`src/rtl/muxn_reg.sv`:
```
// Registered N-to-1 operand selector with a 2-entry valid/ready output buffer.
// Define MUX_RR_EN for round-robin grant; otherwise the grant follows sel.
module muxn_reg #(
   parameter int unsigned WIDTH = 64,
   parameter int unsigned N     = 4,
   parameter int unsigned SEL_W = $clog2(N)
) (
   input  logic               clk,
   input  logic               reset,
   input  logic [N*WIDTH-1:0] in_data,
   input  logic [N-1:0]       in_valid,
   output logic [N-1:0]       in_ready,
   input  logic [SEL_W-1:0]   sel,
   output logic [WIDTH-1:0]   out_data,
   output logic [SEL_W-1:0]   out_sel,
   output logic               out_valid,
   input  logic               out_ready
);

   typedef enum logic [1:0] {
      EMPTY = 2'd0,
      ONE   = 2'd1,
      TWO   = 2'd2
   } state_t;

   state_t             state_q, state_d;
   logic [WIDTH-1:0]   head_data, tail_data, push_data;
   logic [SEL_W-1:0]   head_sel, tail_sel;
   logic [SEL_W-1:0]   grant;
   logic               grant_vld;
   logic               not_full;
   logic               push, pop;
   logic               load_head, load_tail, shift;

`ifdef MUX_RR_EN
   logic [SEL_W-1:0]   rr_ptr;
   logic               unused_sel;

   assign unused_sel = ^sel;

   // First valid channel at or above the pointer, wrapping modulo N.
   always_comb begin
      grant_vld = 1'b0;
      grant     = '0;
      for (int unsigned k = 0; k < N; k++) begin
         for (int unsigned j = 0; j < N; j++) begin
            if (!grant_vld && j == (32'(rr_ptr) + k) % N && in_valid[j]) begin
               grant_vld = 1'b1;
               grant     = SEL_W'(j);
            end
         end
      end
   end

   always_ff @(posedge clk or posedge reset) begin
      if (reset)
         rr_ptr <= '0;
      else if (push)
         rr_ptr <= SEL_W'((32'(grant) + 1) % N);
   end
`else
   always_comb begin
      grant_vld = (32'(sel) < N);
      grant     = sel;
   end
`endif

   assign not_full = (state_q != TWO);

   always_comb begin
      in_ready  = '0;
      push_data = '0;
      for (int unsigned i = 0; i < N; i++) begin
         if (grant_vld && 32'(grant) == i) begin
            in_ready[i] = not_full;
            push_data   = in_data[i*WIDTH +: WIDTH];
         end
      end
   end

   assign push      = |(in_valid & in_ready);
   assign out_valid = (state_q != EMPTY);
   assign pop       = out_valid && out_ready;

   always_comb begin
      state_d = state_q;
      case (state_q)
         EMPTY: if (push) state_d = ONE;
         ONE: begin
            if (push && !pop)
               state_d = TWO;
            else if (!push && pop)
               state_d = EMPTY;
         end
         TWO: if (pop) state_d = ONE;
         default: state_d = EMPTY;
      endcase
   end

   // Push with pop at ONE overwrites the head; the tail is only used from ONE to TWO.
   assign load_head = push && ((state_q == EMPTY) || (state_q == ONE && pop));
   assign load_tail = push && (state_q == ONE) && !pop;
   assign shift     = pop && (state_q == TWO);

   always_ff @(posedge clk or posedge reset) begin
      if (reset) begin
         state_q   <= EMPTY;
         head_data <= '0;
         head_sel  <= '0;
         tail_data <= '0;
         tail_sel  <= '0;
      end else begin
         state_q <= state_d;
         if (load_head) begin
            head_data <= push_data;
            head_sel  <= grant;
         end else if (shift) begin
            head_data <= tail_data;
            head_sel  <= tail_sel;
         end
         if (load_tail) begin
            tail_data <= push_data;
            tail_sel  <= grant;
         end
      end
   end

   assign out_data = head_data;
   assign out_sel  = head_sel;

endmodule
```
`config.mk`:
```
export PLATFORM = sky130hd
export DESIGN_NAME = muxn_reg
export DESIGN_NICKNAME = d
export VERILOG_FILES = /design/src/rtl/muxn_reg.sv
export SDC_FILE = /design/constraint.sdc
export NUM_CORES = 1
export LEC_CHECK = 0
export ABC_CLOCK_PERIOD_IN_PS = 5500
export CAP_MARGIN = 20
export CORE_UTILIZATION = 43
export DETAILED_ROUTE_END_ITERATION = 12
export GPL_TIMING_DRIVEN = 0
export HOLD_SLACK_MARGIN = 0.06
export PLACE_DENSITY = 0.82
export SLEW_MARGIN = 5
export SYNTH_ARGS = -nofsm -noshare
export SYNTH_HDL_FRONTEND = slang
export SYNTH_SLANG_ARGS = --single-unit
```
`constraint.sdc`:
```
create_clock -name clk -period 5.5 [get_ports clk]
set_input_delay 0.55 -clock clk [delete_from_list [all_inputs] [get_ports clk]]
set_output_delay 0.55 -clock clk [all_outputs]
set_load 0.1 [all_outputs]
```
* After elaboration in Yosys (flattened, before gate mapping) *
Index checks and enable logic that the tools add are counted.

storage, ports and cells
  output and inout bits = 71
  input bits = 265
  register bits after elaboration = 134

cells by class
  reduce and logical (&&, ||, !) cells = 17
  mux-type cells = 17
  bitwise operators = 1
  eq/ne operators = 9

operator list
  operator                                              number
  2-to-1 mux 64 bit                                     6
  2-to-1 mux 2 bit                                      6
  logical AND 1 bit                                     8
  equality test 2 bit (second input constant)           3
  inequality test 2 bit (second input constant)         3
  case mux 2 bit (3 select lines)                       1
  bitwise AND 4 bit                                     1
  equality test 2 x 1 -> 1 bit (second input constant)  2
  zero test 2 bit                                       2
  2-to-1 mux 1 bit                                      4
  nonzero test 2 bit                                    2
  OR reduction 4 bit                                    1
  inequality test 3 bit (second input constant)         1
  AND reduction 3 bit                                   1
  zero test 1 bit                                       2
  logical OR 1 bit                                      1

* Longest topological paths before layout *
Gate-level depths: netlist (run 1).

  depth after elaboration = 9
  gate-level depth with buffers = 7
  mapped depth without buffers = 4

* Worst setup path after synthesis (run 1) *
No wires, ideal clock.

  kind = input to output
  start point = in sel[0]
  end point = out in_ready[1]
  arrival = 3.269 ns
  path slack = 1.681 ns
  required time = 4.950 ns
  stages on the path = 3
  path buffers = 2
  path through = buf_6 clkbuf_1 nor3b_1

between the ends
  word-level cells in the longest chain between the ends = 2

ends and longest elaborated chain
  what                          line  RTL
  start: declaration            13    input logic [SEL_W-1:0] sel,
  equality test 2 x 1 -> 1 bit  74    if (grant_vld && 32'(grant) == i) begin
  2-to-1 mux 1 bit              74
  end: declaration              12    output logic [N-1:0] in_ready,

Every way passes these cells.

* Worst setup path in the final report (run 1) *
  start point = in sel[1]
  end point = out in_ready[3]

between the ends
  word-level cells in the longest chain between the ends = 2

ends and longest elaborated chain
  what                 line
  equality test 2 bit  74
  2-to-1 mux 1 bit     74

Every way passes these cells.

==> results of run 1 <==
## kinds of logic (layout without fill, tap and decap cells)
group                  count (synthesis)  after routing
AOI/OAI and AO/OA                      4              4
buffers and inverters                 39            405
DFF                                  134            134
muxes                                264            264
and+or+nand+nor                       15             15
## layer usage
metal	track usage [%]	wire length [µm]	vias to the layer above	share of wire, %
li1	-	-	2482	-
met1	27.83	8100	2795	39
met2	42.98	11370	224	54
met3	4.354	993	28	4.8
met4	9.051	408	0	2.0
met5	0	0	-	0
## area by class of cell
class	instances	area [µm²]
fill	1176	5483
tap	225	281.5
clock inverter	15	132.6
clock buffer	17	425.4
timing repair buffer	334	3361
sequential	134	3353
inverter	2	12.51
buffer	37	262.8
multi-input combinational	283	3925
## final timing paths
path / startpoint / to / slack, ns
worst max register to register: state_q[1] / out_data[0] / 3.29
worst max-delay path: sel[1] / in_ready[3] / 1.79
max in group asynchronous: reset / out_data[2] / 4.14
worst min register to register: tail_data[32] / tail_data[32] / 0.50
min in group asynchronous: reset / out_data[37] / 0.60
worst min-delay path: tail_data[32] / tail_data[32] / 0.50
## worst reg2reg max path, stage by stage, from the launching register on
cell and delay (ns):
dfrtp_1 0.43, and2b_1 0.23, nand2_1 0.16, buf_2 0.30, buf_2 0.32, mux2_2 0.36
mux2_1 0.29
## cells in the mapped netlist, types with 3 or more instances
cell,instances
mux2_4,29
dfrtp_1,134
clkbuf_1,12
buf_4,4
mux2_2,169
mux4_2,64
buf_12,3
buf_2,12
buf_6,6
## layout by cell type, fill, tap and decap left out, types with 2 or more instances in the layout
master / instances
clkdlybuf4s50_1: 333
mux2_2: 169
dfrtp_1: 134
mux4_2: 64
mux2_4: 29
clkbuf_16: 17
clkbuf_1: 12
buf_2: 12
buf_6: 6
clkinv_4: 5
buf_4: 4
clkinvlp_4: 4
clkinv_2: 4
buf_12: 3
nand2b_1: 2
nor2_1: 2
nand2_1: 2
inv_6: 2
## registers in the layout, summed over array words and instances, names as in the netlist
name       flops
out_data      64
tail_data     64
out_sel        2
state_q        2
tail_sel       2
## power by group through the flow
stage	combinational (mW)	sequential [mW]	clock, mW
2_1_floorplan	1.05	3.51	0
3_3_place_gp	3.74	1.72	0
3_5_place_dp	3.81	1.75	0
4_1_cts	3.82	1.74	1.08
5_1_grt	3.92	1.80	1.12
6_report	3.80	1.74	1.06
## through the flow
step                util (%)  power, mW  TNS [ns]
finish                 68.19      6.595         0
global route           68.19      6.839         0
CTS                    68.19      6.639         0
detailed placement     64.95      5.562         0
global placement       64.76      5.457    -37.07
floorplan                  -      4.563         0
==> impl_metrics.yaml, run 1 <==
yosys:
  avgSynthCellArea_um2: 16.55
  synth_simple_gate_area_share_pct: 1.243
  syn_nets: 721
  synth_top_family_by_area: "multiplexers"
  synth.distinct_cells: 28
  synth_compound_gate_area_share_pct: 0.3978
  yosys_most_used_dff: "dfrtp_1"
  yosys.area.top_type_share_pct: 44.42
  ys_seq_area_share_pct: 44.42
  synth_xor_area_share_pct: 0
  synth_top_area_cell: "dfrtp_1"
  synth_warnings: 0
  synth_mux_area_share_pct: 50.36
  synth_edf_count: 0
  synthAdderAreaFrac_pct: 0
  ys_seq_elements: 134
  synth-async-reset-ratio_pct: 100.0
  netlist_instances: 456
  ys_top_cells_by_area: "dfrtp_1 (44%), mux2_2 (25%), mux4_2 (19%), mux2_4 (5.8%), buf_6 (0.90%)"
  netlist_area_um2: 7548
run_status:
  status: "finished, final reports clean"
drt:
  num_vias: 5529
  vias_per_cell: 5.281
  drc_errors: 0
  ant_nets: 0
  wire_per_inst_um: 19.93
  routed_wirelength_um: 20870
  drt_first_pass_iters: 4
  drt_iter0_drc: 265
sta:
  slew_headroom_pct: 29.55
  fin_ws_ns: 1.795
  fin_crit_ns: 3.705
  rsz0062_at_grt: "false"
  fmax_mhz: 269.9
  skew_ns: 0.008169
  finalSetupViolations: 0
  worst_hold_slack_ns: 0.4997
  hold_viol: 0
  drv_slew: 0
  tightest_slew_ns: 1.054
  fin_crit_sh_pct: 67.37
worst_setup_path:
  setup.worst_path.class: "in -> out"
  endpoint_kind: "primary output"
  cp.required_ns: 4.95
  timing.critical_path.mode_cell: "clkbuf_1"
  slowest_stage: "clkdlybuf4s50_1"
  worstRegToRegCells: 6
  cp-start-kind: "primary input"
  critical-path-max-stage-delay_ns: 1.16
  path_depth: 4
  cp.arrival_ns: 3.16
  worst-path-buf-inv: 3
  cp_top_family: "buffers and inverters"
  worstPathCellList: "clkbuf_1 -> clkbuf_1 -> and3_1 -> clkdlybuf4s50_1"
  crit_fanout: 10
min_path:
  hold_class: "reg -> reg"
  whs_path_depth: 1
layout:
  fin_nets: 1074
  drive_gt1_share_pct: 39.54
  finalNonFillerCells: 1047
  n_antenna_cell: 0
  final_cell_area_um2: 11750
  syn_to_final_growth_pct: 55.71
placed_design:
  port_buffers: 333
  dp_slack_ns: 1.711
  hpwl_um: 16510
  dp.cells: 1015
  place.gp.congestion: 0.8982
  dpl-instance-area_um2: 11200
floorplan:
  start_util_pct: 43.79
  core_um2: 17240
  dieArea_um2: 18090
  io_pins: 336
  die_x_um: 134.5
  dieHeight_um: 134.5
  fp-row-count: 48
grt:
  antenna_found_initial: 0
  grt_util_all_layers_pct: 23.69
  grt_max_degree: 71
  grt_pass1_vias: 6054
  grt_pass1_wl_um: 32130
  grt_overflow: 0
cts:
  cts.hold.buffers_added: 0
  cts_resized: 0
  post_cts_buffers: 0
  htree_levels: 4
  clk_pin_slew_ns: 0.06
  clkSinkCount: 134
  cts_root_buf: "clkbuf_16"
  numCtsBuffers: 17
  ctsLongestPathBuffers: 2
  clock_latency_ns: 0.41
  cts_tree: "yes"
power_and_ir_drop:
  power.density_nw_per_um2: 561.1
  power_frac_clock_pct: 16.0
  p_sw_mw: 3.141
  p_seq_share_pct: 26.4
  switching_share_pct: 47.63
  power.leakage_nw: 4.764
  intPower_mw: 3.453
  ir_drop_v: 0.0005501
  combPwrFrac_pct: 57.6
flow_run:
  maxCapViolCount: 0
(Power assumes the default switching activity.)
==> inputs of run 2 (changes only) <==
Settings changed: ABC_CLOCK_PERIOD_IN_PS 5500 to 3100, CORE_UTILIZATION 43 to 39, PLACE_DENSITY 0.82 to 0.79.
Clock period 5.5 ns to 3.1 ns, I/O delays scaled along.
==> run 2 against run 1 <==
Global-route usage fell by 2.3 points. Highest routed layer unchanged. Sequential power up 76%. Clock-buffer cell count up 4. Core utilization is 5.1 points lower. First-iteration DRC count shrank 53%. Final cell count up 3.7%. Via count decreased by 0.65%. Final area up 1.1%. Clock power up 91%. Worst hold slack lost 0.18 ns.
==> impl_metrics.yaml, run 2 (same netlist as run 1, synthesis figures left out) <==
layout:
  fin_nets: 1076
  drive_gt1_share_pct: 39.93
  syn_to_final_growth_pct: 57.47
  final_cell_mix: "clkdlybuf4s50_1 (331), mux2_2 (169), dfrtp_1 (134)"
  seqCellArea_um2: 3353
  multi_input_area_um2: 3935
  finalNonFillerCells: 1086
  final_core_util_pct: 63.12
  mostFrequentLayoutCell: "clkdlybuf4s50_1"
  nFillCells: 1403
  final_cell_area_um2: 11890
sta:
  slew_headroom_pct: 28.99
  fin_crit_sh_pct: 91.30
  worst_hold_slack_ns: 0.3228
  drv_slew: 0
  fin_tns_setup_ns: 0
  skew_ns: 0.005693
  fin_ws_ns: 0.2697
  rsz0062_at_grt: "false"
  finalSetupViolations: 0
  hold_viol: 0
  fin_crit_ns: 2.830
  tightest_slew_ns: 1.062
  fmax_mhz: 353.3
drt:
  drt_iter0_drc: 124
  drt_first_pass_iters: 4
  routed_wirelength_um: 20880
  drc_errors: 0
  num_vias: 5493
  ant_nets: 0
  wire_per_inst_um: 19.23
  vias_per_cell: 5.058
power_and_ir_drop:
  power.leakage_nw: 4.807
  power.density_nw_per_um2: 995.8
  p_total_mw: 11.84
  ir_drop_v: 0.0007141
cts:
  clock_latency_ns: 0.41
  ctsLongestPathBuffers: 2
  clkSinkCount: 134
  cts_tree: "yes"
  clk_pin_slew_ns: 0.06
  post_cts_buffers: 0
  numCtsBuffers: 17
  cts_resized: 2
  cts_root_buf: "clkbuf_16"
  cts.hold.buffers_added: 0
  htree_levels: 4
worst_setup_path:
  r2r-end: "out_data[0]"
  setup.worst_path.class: "in -> out"
  worstRegToRegCells: 6
  worst-path-buf-inv: 3
  cp.arrival_ns: 2.52
  path_depth: 4
  endpoint: "in_ready[0]"
  slowest_stage: "clkdlybuf4s50_1"
  endpoint_kind: "primary output"
  cp.required_ns: 2.79
  cp-start-kind: "primary input"
  startpoint: "sel[1]"
  timing.critical_path.mode_cell: "clkbuf_1"
  r2r-start: "state_q[0]"
  crit_fanout: 10
  cp_top_family: "buffers and inverters"
  critical-path-max-stage-delay_ns: 1.02
  ff2ff_setup_slack_ns: 0.88
  worstPathCellList: "clkbuf_1 -> clkbuf_1 -> nor3_2 -> clkdlybuf4s50_1"
floorplan:
  dieArea_um2: 19910
  die_x_um: 141.1
  dieHeight_um: 141.1
  start_util_pct: 40.09
  io_pins: 336
  fp-row-count: 50
  core_um2: 18830
flow_run:
  maxCapViolCount: 0
placed_design:
  place.gp.congestion: 0.7532
  hpwl_um: 16540
  dp_slack_ns: -0.04312
  dpl-instance-area_um2: 11280
  dp.cells: 1052
  port_buffers: 333
run_status:
  status: "finished, final reports clean"
grt:
  grt_pass1_vias: 6025
  grt_pass1_wl_um: 32150
  grt_max_degree: 43
  antenna_found_initial: 2
  grt_util_all_layers_pct: 21.37
  grt_overflow: 0
min_path:
  hold_class: "in -> async"
==> run 2: worst min-delay path by stage <==
stage             startpoint             to  cells past startpoint
2_1_floorplan      out_ready     state_q[1]                      1
3_3_place_gp   tail_data[25]  tail_data[25]                      1
3_5_place_dp   tail_data[44]  tail_data[44]                      1
4_1_cts                reset  tail_data[51]                      2
5_1_grt                reset   out_data[51]                      2
6_report               reset   out_data[51]                      2
==> run 2: power by group <==
part / internal, mW / switching [mW] / leakage, nW / total (mW)
sequential: 2.63 / 0.439 / 1.59 / 3.07
clock: 1.27 / 0.754 / 0.287 / 2.02
combinational: 2.40 / 4.35 / 2.93 / 6.75
total: 6.30 / 5.54 / 4.81 / 11.8
==> run 2: metal layers <==
layer,vias up,track usage (%),routed length (µm)
met5,-,0,0
met4,0,7.551,385
met3,27,5.808,1527
met2,220,39.03,11120
met1,2760,23.77,7847
li1,2486,-,-
==> run 2: layout make-up <==
cell class                 instances  share of cell area (%)
antenna                            2                 0.04211
multi-input combinational        283                   33.11
timing repair buffer             336                   28.53
sequential                       134                   28.21
clock buffer                      21                   4.042
buffer                            37                   2.211
clock inverter                    11                   1.032
tap                              260                   2.737
inverter                           2                 0.09474
